[config.mk]
export PLATFORM = sky130hd
export DESIGN_NAME = dac_burst_ctrl_flat
export DESIGN_NICKNAME = d
export VERILOG_FILES = /design/src/rtl/dac_burst_ctrl_if.sv /design/src/rtl/dac_burst_ctrl.sv /design/src/flat_wrapper.sv
export SDC_FILE = /design/constraint.sdc
export NUM_CORES = 1
export LEC_CHECK = 0
export ABC_AREA = 1
export ABC_CLOCK_PERIOD_IN_PS = 4600
export CORE_ASPECT_RATIO = 0.6
export CORE_UTILIZATION = 61
export DETAILED_ROUTE_END_ITERATION = 10
export PLACE_DENSITY = 0.87
export SYNTH_ARGS = -nofsm -noshare
export SYNTH_HDL_FRONTEND = slang
export SYNTH_SLANG_ARGS = --single-unit
[constraint.sdc]
create_clock -name clk_dac -period 4.6 [get_ports clk_dac]
set_input_delay 0.92 -clock clk_dac [delete_from_list [all_inputs] [get_ports clk_dac]]
set_output_delay 0.92 -clock clk_dac [all_outputs]
set_load 0.005 [all_outputs]
[src/rtl/dac_burst_ctrl_if.sv]
// Control, configuration, source and DAC-side signals of the burst controller.
// The master drives configuration, control and source data; the slave is the controller.
interface dac_burst_ctrl_if #(
    parameter int unsigned DW    = 14,
    parameter int unsigned CNT_W = 32,
    parameter int unsigned RPT_W = 16
);
    logic             cfg_valid;
    logic [CNT_W-1:0] cfg_burst_len;
    logic [CNT_W-1:0] cfg_delay;
    logic [CNT_W-1:0] cfg_gap;
    logic [RPT_W-1:0] cfg_repeat;
    logic             arm;
    logic             abort;
    logic             trig_in;
    logic             src_valid;
    logic [DW-1:0]    src_data_a;
    logic [DW-1:0]    src_data_b;
    logic             src_ready;
    logic [DW-1:0]    dac_data_a;
    logic [DW-1:0]    dac_data_b;
    logic             busy;
    logic             done;
    logic             underrun;
    logic [2:0]       state_o;

    modport master (
        output cfg_valid, cfg_burst_len, cfg_delay, cfg_gap, cfg_repeat,
        output arm, abort, trig_in, src_valid, src_data_a, src_data_b,
        input  src_ready, dac_data_a, dac_data_b, busy, done, underrun, state_o
    );

    modport slave (
        input  cfg_valid, cfg_burst_len, cfg_delay, cfg_gap, cfg_repeat,
        input  arm, abort, trig_in, src_valid, src_data_a, src_data_b,
        output src_ready, dac_data_a, dac_data_b, busy, done, underrun, state_o
    );
endinterface

[src/rtl/dac_burst_ctrl.sv]
// Triggered burst sequencer for the DAC sample stream: gates, counts and repeats
// bursts of A/B sample pairs and drives mid-scale whenever playback is inactive.
module dac_burst_ctrl #(
    parameter int unsigned   DW        = 14,
    parameter int unsigned   CNT_W     = 32,
    parameter int unsigned   RPT_W     = 16,
    parameter logic [DW-1:0] IDLE_CODE = DW'(14'h2000)
) (
    input  logic              clk_dac,
    input  logic              rst_n,
    dac_burst_ctrl_if.slave   bus
);

    typedef enum logic [2:0] {
        ST_IDLE  = 3'd0,
        ST_ARMED = 3'd1,
        ST_DELAY = 3'd2,
        ST_RUN   = 3'd3,
        ST_GAP   = 3'd4
    } state_t;

    state_t           state_q, state_d;
    logic [CNT_W-1:0] len_q, delay_q, gap_q;
    logic [RPT_W-1:0] repeat_q;
    logic [CNT_W-1:0] cnt_q, cnt_d, len_last;
    logic [RPT_W-1:0] rpt_q, rpt_d, rpt_inc;
    logic             done_pend_q, done_pend_d, done_q;
    logic             trig_d, trig_edge, arm_ok, underrun_q;
    logic [DW-1:0]    data_a_q, data_b_q;

    // A zero burst length plays a single sample; repeat count saturates in infinite mode
    assign len_last  = (len_q == '0) ? '0 : len_q - CNT_W'(1);
    assign rpt_inc   = (rpt_q == '1) ? rpt_q : rpt_q + RPT_W'(1);
    assign trig_edge = bus.trig_in & ~trig_d;
    assign arm_ok    = (state_q == ST_IDLE) & bus.arm & ~bus.abort;

    // State register; done is delayed one extra cycle so it follows the last output sample
    always_ff @(posedge clk_dac or negedge rst_n) begin
        if (!rst_n) begin
            state_q     <= ST_IDLE;
            cnt_q       <= '0;
            rpt_q       <= '0;
            done_pend_q <= 1'b0;
            done_q      <= 1'b0;
        end else begin
            state_q     <= state_d;
            cnt_q       <= cnt_d;
            rpt_q       <= rpt_d;
            done_pend_q <= done_pend_d;
            done_q      <= done_pend_q;
        end
    end

    always_comb begin
        state_d     = state_q;
        cnt_d       = cnt_q;
        rpt_d       = rpt_q;
        done_pend_d = 1'b0;
        unique case (state_q)
            ST_IDLE: begin
                cnt_d = '0;
                if (arm_ok) begin
                    state_d = ST_ARMED;
                    rpt_d   = '0;
                end
            end
            ST_ARMED: begin
                cnt_d = '0;
                if (trig_edge) state_d = (delay_q != '0) ? ST_DELAY : ST_RUN;
            end
            ST_DELAY: begin
                if (cnt_q == delay_q - CNT_W'(1)) begin
                    state_d = ST_RUN;
                    cnt_d   = '0;
                end else begin
                    cnt_d = cnt_q + CNT_W'(1);
                end
            end
            ST_RUN: begin
                if (cnt_q == len_last) begin
                    cnt_d = '0;
                    rpt_d = rpt_inc;
                    if ((repeat_q != '0) && (rpt_inc == repeat_q)) begin
                        state_d     = ST_IDLE;
                        done_pend_d = 1'b1;
                    end else if (gap_q != '0) begin
                        state_d = ST_GAP;
                    end
                end else begin
                    cnt_d = cnt_q + CNT_W'(1);
                end
            end
            ST_GAP: begin
                if (cnt_q == gap_q - CNT_W'(1)) begin
                    state_d = ST_RUN;
                    cnt_d   = '0;
                end else begin
                    cnt_d = cnt_q + CNT_W'(1);
                end
            end
            default: begin
                state_d = ST_IDLE;
                cnt_d   = '0;
            end
        endcase
        if (bus.abort) begin
            state_d     = ST_IDLE;
            cnt_d       = '0;
            done_pend_d = 1'b0;
        end
    end

    // Configuration is only accepted while idle so a running burst keeps its settings
    always_ff @(posedge clk_dac or negedge rst_n) begin
        if (!rst_n) begin
            len_q    <= '0;
            delay_q  <= '0;
            gap_q    <= '0;
            repeat_q <= '0;
        end else if (bus.cfg_valid && (state_q == ST_IDLE)) begin
            len_q    <= bus.cfg_burst_len;
            delay_q  <= bus.cfg_delay;
            gap_q    <= bus.cfg_gap;
            repeat_q <= bus.cfg_repeat;
        end
    end

    always_ff @(posedge clk_dac or negedge rst_n) begin
        if (!rst_n) trig_d <= 1'b0;
        else        trig_d <= bus.trig_in;
    end

    // Output stage: source data only on live RUN cycles, mid-scale otherwise
    always_ff @(posedge clk_dac or negedge rst_n) begin
        if (!rst_n) begin
            data_a_q <= IDLE_CODE;
            data_b_q <= IDLE_CODE;
        end else if ((state_q == ST_RUN) && bus.src_valid && !bus.abort) begin
            data_a_q <= bus.src_data_a;
            data_b_q <= bus.src_data_b;
        end else begin
            data_a_q <= IDLE_CODE;
            data_b_q <= IDLE_CODE;
        end
    end

    always_ff @(posedge clk_dac or negedge rst_n) begin
        if (!rst_n)                                                      underrun_q <= 1'b0;
        else if (arm_ok)                                                 underrun_q <= 1'b0;
        else if ((state_q == ST_RUN) && !bus.src_valid && !bus.abort)    underrun_q <= 1'b1;
    end

    assign bus.src_ready  = (state_q == ST_RUN);
    assign bus.busy       = (state_q != ST_IDLE);
    assign bus.state_o    = state_q;
    assign bus.dac_data_a = data_a_q;
    assign bus.dac_data_b = data_b_q;
    assign bus.done       = done_q;
    assign bus.underrun   = underrun_q;

endmodule

[src/flat_wrapper.sv]
// flat-port wrapper written by rule: the top's interface ports become plain ports
module dac_burst_ctrl_flat 
#(
    parameter int unsigned   DW        = 14,
    parameter int unsigned   CNT_W     = 32,
    parameter int unsigned   RPT_W     = 16,
    parameter logic [DW-1:0] IDLE_CODE = DW'(14'h2000)
)
  (clk_dac, rst_n, bus_cfg_valid, bus_cfg_burst_len, bus_cfg_delay, bus_cfg_gap, bus_cfg_repeat, bus_arm, bus_abort, bus_trig_in, bus_src_valid, bus_src_data_a, bus_src_data_b, bus_src_ready, bus_dac_data_a, bus_dac_data_b, bus_busy, bus_done, bus_underrun, bus_state_o);
  dac_burst_ctrl_if #(.DW(DW), .CNT_W(CNT_W), .RPT_W(RPT_W)) bus_i ();
  input  logic clk_dac;
  input  logic rst_n;
  input wire logic [$bits(bus_i.cfg_valid)-1:0] bus_cfg_valid;
  input wire logic [$bits(bus_i.cfg_burst_len)-1:0] bus_cfg_burst_len;
  input wire logic [$bits(bus_i.cfg_delay)-1:0] bus_cfg_delay;
  input wire logic [$bits(bus_i.cfg_gap)-1:0] bus_cfg_gap;
  input wire logic [$bits(bus_i.cfg_repeat)-1:0] bus_cfg_repeat;
  input wire logic [$bits(bus_i.arm)-1:0] bus_arm;
  input wire logic [$bits(bus_i.abort)-1:0] bus_abort;
  input wire logic [$bits(bus_i.trig_in)-1:0] bus_trig_in;
  input wire logic [$bits(bus_i.src_valid)-1:0] bus_src_valid;
  input wire logic [$bits(bus_i.src_data_a)-1:0] bus_src_data_a;
  input wire logic [$bits(bus_i.src_data_b)-1:0] bus_src_data_b;
  output wire logic [$bits(bus_i.src_ready)-1:0] bus_src_ready;
  output wire logic [$bits(bus_i.dac_data_a)-1:0] bus_dac_data_a;
  output wire logic [$bits(bus_i.dac_data_b)-1:0] bus_dac_data_b;
  output wire logic [$bits(bus_i.busy)-1:0] bus_busy;
  output wire logic [$bits(bus_i.done)-1:0] bus_done;
  output wire logic [$bits(bus_i.underrun)-1:0] bus_underrun;
  output wire logic [$bits(bus_i.state_o)-1:0] bus_state_o;
  assign bus_i.cfg_valid = bus_cfg_valid;
  assign bus_i.cfg_burst_len = bus_cfg_burst_len;
  assign bus_i.cfg_delay = bus_cfg_delay;
  assign bus_i.cfg_gap = bus_cfg_gap;
  assign bus_i.cfg_repeat = bus_cfg_repeat;
  assign bus_i.arm = bus_arm;
  assign bus_i.abort = bus_abort;
  assign bus_i.trig_in = bus_trig_in;
  assign bus_i.src_valid = bus_src_valid;
  assign bus_i.src_data_a = bus_src_data_a;
  assign bus_i.src_data_b = bus_src_data_b;
  assign bus_src_ready = bus_i.src_ready;
  assign bus_dac_data_a = bus_i.dac_data_a;
  assign bus_dac_data_b = bus_i.dac_data_b;
  assign bus_busy = bus_i.busy;
  assign bus_done = bus_i.done;
  assign bus_underrun = bus_i.underrun;
  assign bus_state_o = bus_i.state_o;
  dac_burst_ctrl #(.DW(DW), .CNT_W(CNT_W), .RPT_W(RPT_W), .IDLE_CODE(IDLE_CODE)) u_core (.clk_dac(clk_dac), .rst_n(rst_n), .bus(bus_i));
endmodule
Word level (Yosys, flattened, before mapping)
Cells that the tools add are included.
W data, S select, Z words.
{"block": "op_classes", "n_eq_ne": 17, "n_lt_le_gt_ge": 0, "muxes": 28, "shifts": 0, "reduce_logical": 18, "n_addsub": 5, "bitwise_logic": 5, "div": 0, "multipliers": 0}
{"operator": "$mux W32", "count": 5}
{"operator": "$eq A32 B32 Y1", "count": 3}
{"operator": "$pmux W32 S3", "count": 1}
{"operator": "$sub A32 B1 Y32 const B", "count": 3}
{"operator": "$reduce_bool A32 Y1", "count": 2}
{"operator": "$mux W16", "count": 3}
{"operator": "$add A32 B1 Y32 const B", "count": 1}
{"operator": "$logic_not A32 Y1", "count": 1}
{"operator": "$pmux W16 S2", "count": 1}
{"operator": "$mux W14", "count": 2}
{"operator": "$mux W3", "count": 8}
{"operator": "$add A16 B1 Y16 const B", "count": 1}
{"operator": "$eq A16 B16 Y1", "count": 1}
{"operator": "$eq A16 B16 Y1 const B", "count": 1}
{"operator": "$reduce_bool A16 Y1", "count": 1}
{"operator": "$ne A3 B2 Y1 const B", "count": 5}
{"operator": "$pmux W3 S5", "count": 1}
{"operator": "$mux W1", "count": 7}
{"operator": "$eq A3 B2 Y1 const B", "count": 2}
{"operator": "$logic_and A1 B1 Y1", "count": 6}
{"operator": "$reduce_and A6 Y1", "count": 1}
{"operator": "$ne A2 B1 Y1 const B", "count": 2}
{"operator": "$ne A4 B2 Y1 const B", "count": 1}
{"operator": "$reduce_bool A2 Y1", "count": 2}
{"operator": "other kinds (8)", "count": 12}
{"block": "word_totals", "rom_bits": 0, "register_bits": 195, "mem_count": 0, "inputBits": 147, "ramBits": 0, "latchBits": 0, "output_inout_bits": 35}

Logic depth before layout (Yosys ltp)
{"block": "depth", "depth_word": 8, "ltp_mapped": 21, "ltp_nobuf": 20}

Worst setup path after synthesis
Ideal clock, no wire load.
{"block": "synth_timing", "path_kind": "flip-flop to flip-flop", "start": "register u_core.gap_q[0]", "end": "register u_core.cnt_q[11]", "required_ns": 4.479, "period_less_slack_ns": 2.480, "setup_slack_ns": 2.120, "path_buffers": 1, "path_stages_with_launch": 17, "arrival_ns": 2.359, "cell_sequence": "dfrtp_1 > inv_1 > ha_1 > nand3_1 > nor2_4 > nand2_2 > nor2_1 > nand2_1 > nand2_1 > nand2_1 > nor4b_1 > nand3_1 > nand2_1 > nand3_2 > nand2_4 > buf_6 > nor2_1"}
{"block": "synth_between", "elab_chain_len": 5}
{"element": "start, declared", "line": "dac_burst_ctrl.sv:23", "source": "logic [CNT_W-1:0] len_q, delay_q, gap_q;"}
{"element": "start signal, assigned", "line": "dac_burst_ctrl.sv:123", "source": "gap_q <= bus.cfg_gap;"}
{"element": "$sub A32 B1 Y32", "line": "dac_burst_ctrl.sv:94", "source": "if (cnt_q == gap_q - CNT_W'(1)) begin"}
{"element": "$eq A32 B32 Y1", "line": "dac_burst_ctrl.sv:94"}
{"element": "$mux W32", "line": "dac_burst_ctrl.sv:94"}
{"element": "$pmux W32 S3", "line": "dac_burst_ctrl.sv:59", "source": "unique case (state_q)"}
{"element": "$mux W32", "line": "dac_burst_ctrl.sv:106", "source": "if (bus.abort) begin"}
{"element": "named net u_core.cnt_d[11]", "line": "dac_burst_ctrl.sv:25", "source": "logic [CNT_W-1:0] cnt_q, cnt_d, len_last;"}
{"element": "end signal, assigned", "line": "dac_burst_ctrl.sv:47", "source": "cnt_q <= cnt_d;"}
{"element": "end, declared", "line": "dac_burst_ctrl.sv:25"}
The timed path passes the listed nets, and every way through them passes these cells.
A chain may end at the register's enable or synchronous reset.

Worst setup path after layout
{"block": "layout_timing", "start": "register u_core.len_q[0]", "end": "register u_core.rpt_q[8]"}
{"block": "layout_between", "elab_chain_len": 5}
{"element": "start, declared", "line": "dac_burst_ctrl.sv:23"}
{"element": "start signal, assigned", "line": "dac_burst_ctrl.sv:121", "source": "len_q <= bus.cfg_burst_len;"}
{"element": "$sub A32 B1 Y32 or $logic_not A32 Y1 (tied branches)", "line": "dac_burst_ctrl.sv:32", "source": "assign len_last = (len_q == '0) ? '0 : len_q - CNT_W'(1);"}
{"element": "$mux W32 (*)", "line": "dac_burst_ctrl.sv:32"}
{"element": "$eq A32 B32 Y1 (*)", "line": "dac_burst_ctrl.sv:80", "source": "if (cnt_q == len_last) begin"}
{"element": "$ne A2 B1 Y1 (no line) (*)"}
{"element": "$reduce_and A3 Y1 (no line) (*)"}
{"element": "end signal, assigned", "line": "dac_burst_ctrl.sv:48", "source": "rpt_q <= rpt_d;"}
{"element": "end, declared", "line": "dac_burst_ctrl.sv:26", "source": "logic [RPT_W-1:0] rpt_q, rpt_d, rpt_inc;"}
Mark *: on every way between the ends. The rest lies on a longest branch, timed or not.

==> results.tsv <==
stage	metric	value	unit
outcome	status	finished clean	
clock_tree	CTS H-Tree Depth	4	
placement	port buffer count	181	
floorplanning	Die Ht	117	µm
worst_setup_path	RR Endpoint	u_core.rpt_q[8]	
power	Clk network pwr share	19.0	%
hold_path	Hold Path Class	reg -> reg	
logic_synthesis	synthesized area per cell	6.75	µm²
clock_tree	cts bufs inserted	17	
clock_tree	Post-CTS Setup Inserts	0	
power	internal power	4.71	mW
timing	final setup TNS	0	ns
global_route	gr ovfl total	0	
hold_path	Hold Crit Start	u_core.done_pend_q	
floorplanning	Initial Util	63.2	%
timing	Final Hold Vio Count	0	
layout	Layout area overhead	19.5	%
worst_setup_path	CP startpoint kind	flop	
logic_synthesis	post-synth net total	2149	
clock_tree	Clock Latency Late Sink	0.48	ns
worst_setup_path	CP max FO	41	
clock_tree	clk slew on worst S/H paths	0.07	ns
placement	placer congestion estimate	1.08	
global_route	vias in the first global route	13500	
timing	Max Fclk	0.258	GHz
clock_tree	hold_buf cts	0	
drt	routed len/inst	20.5	µm
timing	Setup WS post-layout	0.729	ns
worst_setup_path	RR Startpoint	u_core.len_q[0]	
worst_setup_path	worst reg2reg path depth	19	
worst_setup_path	critical path type	reg -> reg	
clock_tree	clock root cell	clkbuf_16	
clock_tree	Max Root-Sink Buffers	2	
logic_synthesis	Ys Warns	0	
placement	Post-DP HPWL	38600	µm
drt	via count	14700	
logic_synthesis	Post-Synth XOR/XNOR Area	7.70	%
drt	post-route ant nets	0	
timing	Rel. slew slack	33.9	%
drt	drt pass-1 iters	6	
flow_run	Max-Cap Viols	0	
clock_tree	post-cts sizing count	0	
power	maximum VDD drop	401	µV
global_route	Total Routing Usage GR	44.9	%
power	Comb pwr share	47.4	%
power	Switching Share	47.0	%
floorplanning	Core ar.	21300	µm²
layout	most frequent cells in the layout	nand2_1, nor2_1, inv_1, dfrtp_1, clkdlybuf4s50_1	
worst_setup_path	Worst R2R Setup Slack	0.73	ns
timing	fin crit period	3.87	ns
logic_synthesis	Mapped Area	13500	µm²
logic_synthesis	multiplexer share of the synthesized area	4.01	%
floorplanning	die area	22700	µm²
hold_path	hold depth	0	
clock_tree	# clock sinks	195	
drt	DRC	0	
logic_synthesis	largest family of logic cells by synthesized area	simple AND/OR/NAND/NOR gates	
layout	Final nets	2298	
logic_synthesis	Synth Area in Adders	0.464	%
worst_setup_path	Setup crit end kind	flop	
global_route	largest net degree at the start of global routing	102	
layout	final design utilization	75.5	%
global_route	antenna violations before repair	3	
power	PwrDens	551	nW/µm²
drt	Iter 0 DRT Violations	2161	
hold_path	WHS Endpoint	u_core.bus.done	
worst_setup_path	Req. time, crit path	4.96	ns
floorplanning	Row Count	41	
drt	vias per cell	6.01	
drt	final WL	50100	µm
logic_synthesis	post-synthesis sequential area ratio	36.2	%
logic_synthesis	Distinct cells, synth	40	
global_route	first-pass GRT wire length	76300	µm
power	Flop pwr share	33.5	%
logic_synthesis	Seq cells post-synth	195	
floorplanning	Die X-Extent	194	µm
power	P_leak	7.49	nW
worst_setup_path	CP arrival	4.23	ns
timing	skew final	0.0129	ns
floorplanning	Top-Level Pins	182	
timing	period utilization	84.2	%
clock_tree	CTS tree	yes	
power	NetSw	4.18	mW
timing	unrepaired setup endpoints after global routing	no	
timing	setup violators final	0	
layout	share of post-route cells with drive strength above 1	5.14	%
placement	Post-Place Setup Slack	0.904	ns
timing	Least-Margin Pin Slew	0.991	ns
timing	Hold Slack	0.371	ns
logic_synthesis	Synth Area in Compound Gates	5.66	%
logic_synthesis	Gate Count Post-Synth	1997	
timing	Pins Over Slew Limit	0	
logic_synthesis	simple-gate area share of the yosys netlist	37.6	%
layout	commonest non-fill, non-tap cell in the layout	nand2_1	
[per-stage QoR]
step / cell area (µm²) / cells / total power [mW]
detailed placement: 15500 / 2406 / 6.91
global placement: 15500 / 2406 / 6.75
global route: 16100 / 2440 / 9.38
CTS: 16100 / 2437 / 8.66
floorplan: 13500 / 1997 / 5.61
finish: 16100 / 2440 / 8.88
[power groups by stage]
stage / sequential (mW) / combinational (mW) / clock (mW)
2_1_floorplan: 2.68 / 2.93 / 0
3_3_place_gp: 2.90 / 3.85 / 0
3_5_place_dp: 2.93 / 3.98 / 0
4_1_cts: 2.92 / 4.05 / 1.68
5_1_grt: 3.02 / 4.61 / 1.75
6_report: 2.98 / 4.21 / 1.69
[sequential cells by signal (all words and copies together), names as in the netlist, 3 cells and up]
register / cells
u_core.bus.dac_data_b: 14
u_core.len_q: 32
u_core.gap_q: 32
u_core.delay_q: 32
u_core.bus.dac_data_a: 14
u_core.cnt_q: 32
u_core.rpt_q: 16
u_core.bus.state_o: 3
u_core.repeat_q: 16
[cells in the mapped netlist, drive strengths merged]
cell type / number / share of area (%)
xnor3: 1 / 0.17
o22ai: 3 / 0.14
mux2: 48 / 4.0
nand2: 570 / 16
dfrtp: 193 / 36
nor3: 23 / 0.85
a31oi: 4 / 0.19
o21bai: 8 / 0.45
o211ai: 2 / 0.11
clkinv: 1 / 0.028
nor3b: 5 / 0.28
nor2: 350 / 10
clkbuf: 41 / 1.1
nor4: 13 / 0.60
and2: 3 / 0.14
dfstp: 2 / 0.39
nand3b: 12 / 0.67
or2: 4 / 0.19
nand3: 154 / 5.8
o21ai: 114 / 4.3
xnor2: 32 / 2.1
xor2: 84 / 5.5
nor4b: 1 / 0.065
buf: 15 / 0.66
inv: 234 / 6.5
ha: 5 / 0.46
nand4: 63 / 2.9
a21oi: 9 / 0.33
o2111ai: 2 / 0.13
o31ai: 1 / 0.056
[area by class of cell]
class	count	area [µm²]
Clock inverter	10	170
Multi-Input combinational cell	1511	7480
Sequential cell	195	4880
Antenna cell	3	7.51
Inverter	235	882
Tap cell	279	349
Clock buffer	21	470
Timing Repair Buffer	186	1870
Fill cell	1639	5230
[how the worst max path moves through the flow]
stage	startpoint	slack (ns)	endpoint
2_1_floorplan	u_core.gap_q[0]	2.12	u_core.cnt_q[11]
3_3_place_gp	u_core.len_q[0]	1.08	u_core.rpt_q[4]
3_5_place_dp	u_core.len_q[0]	0.90	u_core.rpt_q[1]
4_1_cts	u_core.len_q[0]	0.90	u_core.rpt_q[8]
5_1_grt	u_core.len_q[29]	0.46	u_core.rpt_q[14]
6_report	u_core.len_q[0]	0.73	u_core.rpt_q[8]
[per-layer routing]
layer	GRT usage (%)	vias up	part of all wire, %
li1	-	6651	-
met4	10.7	0	1.8
met2	60.9	1059	38
met5	3.50	-	0
met3	20.8	104	17
met1	63.7	6851	42
[cells by family after synthesis]
group | Yosys count
AO/OA/AOI/OAI | 143
XOR/XNOR | 117
adder cells (fa/ha/maj) | 5
buffers and inverters | 291
flip-flops | 195
multiplexers | 48
AND/OR/NAND/NOR | 1198
[worst max-delay path: stages, from the launching register on]
cell     delay, ns
dfrtp_1       0.38
inv_1         0.14
ha_1          0.24
nand2_2       0.13
nor2_4        0.21
nand2_2       0.11
nor2_4        0.35
inv_2         0.38
nand2_1       0.16
nand2_1       0.06
nand2_1       0.08
nand2_1       0.05
nor2_1        0.11
nand2_1       0.07
nor2_1        0.15
nand3_1       0.17
nand2_2       0.40
o21ai_2       0.35
nand2_1       0.15
nand2_1       0.06
No activity file was read; power rests on OpenSTA's default activity.
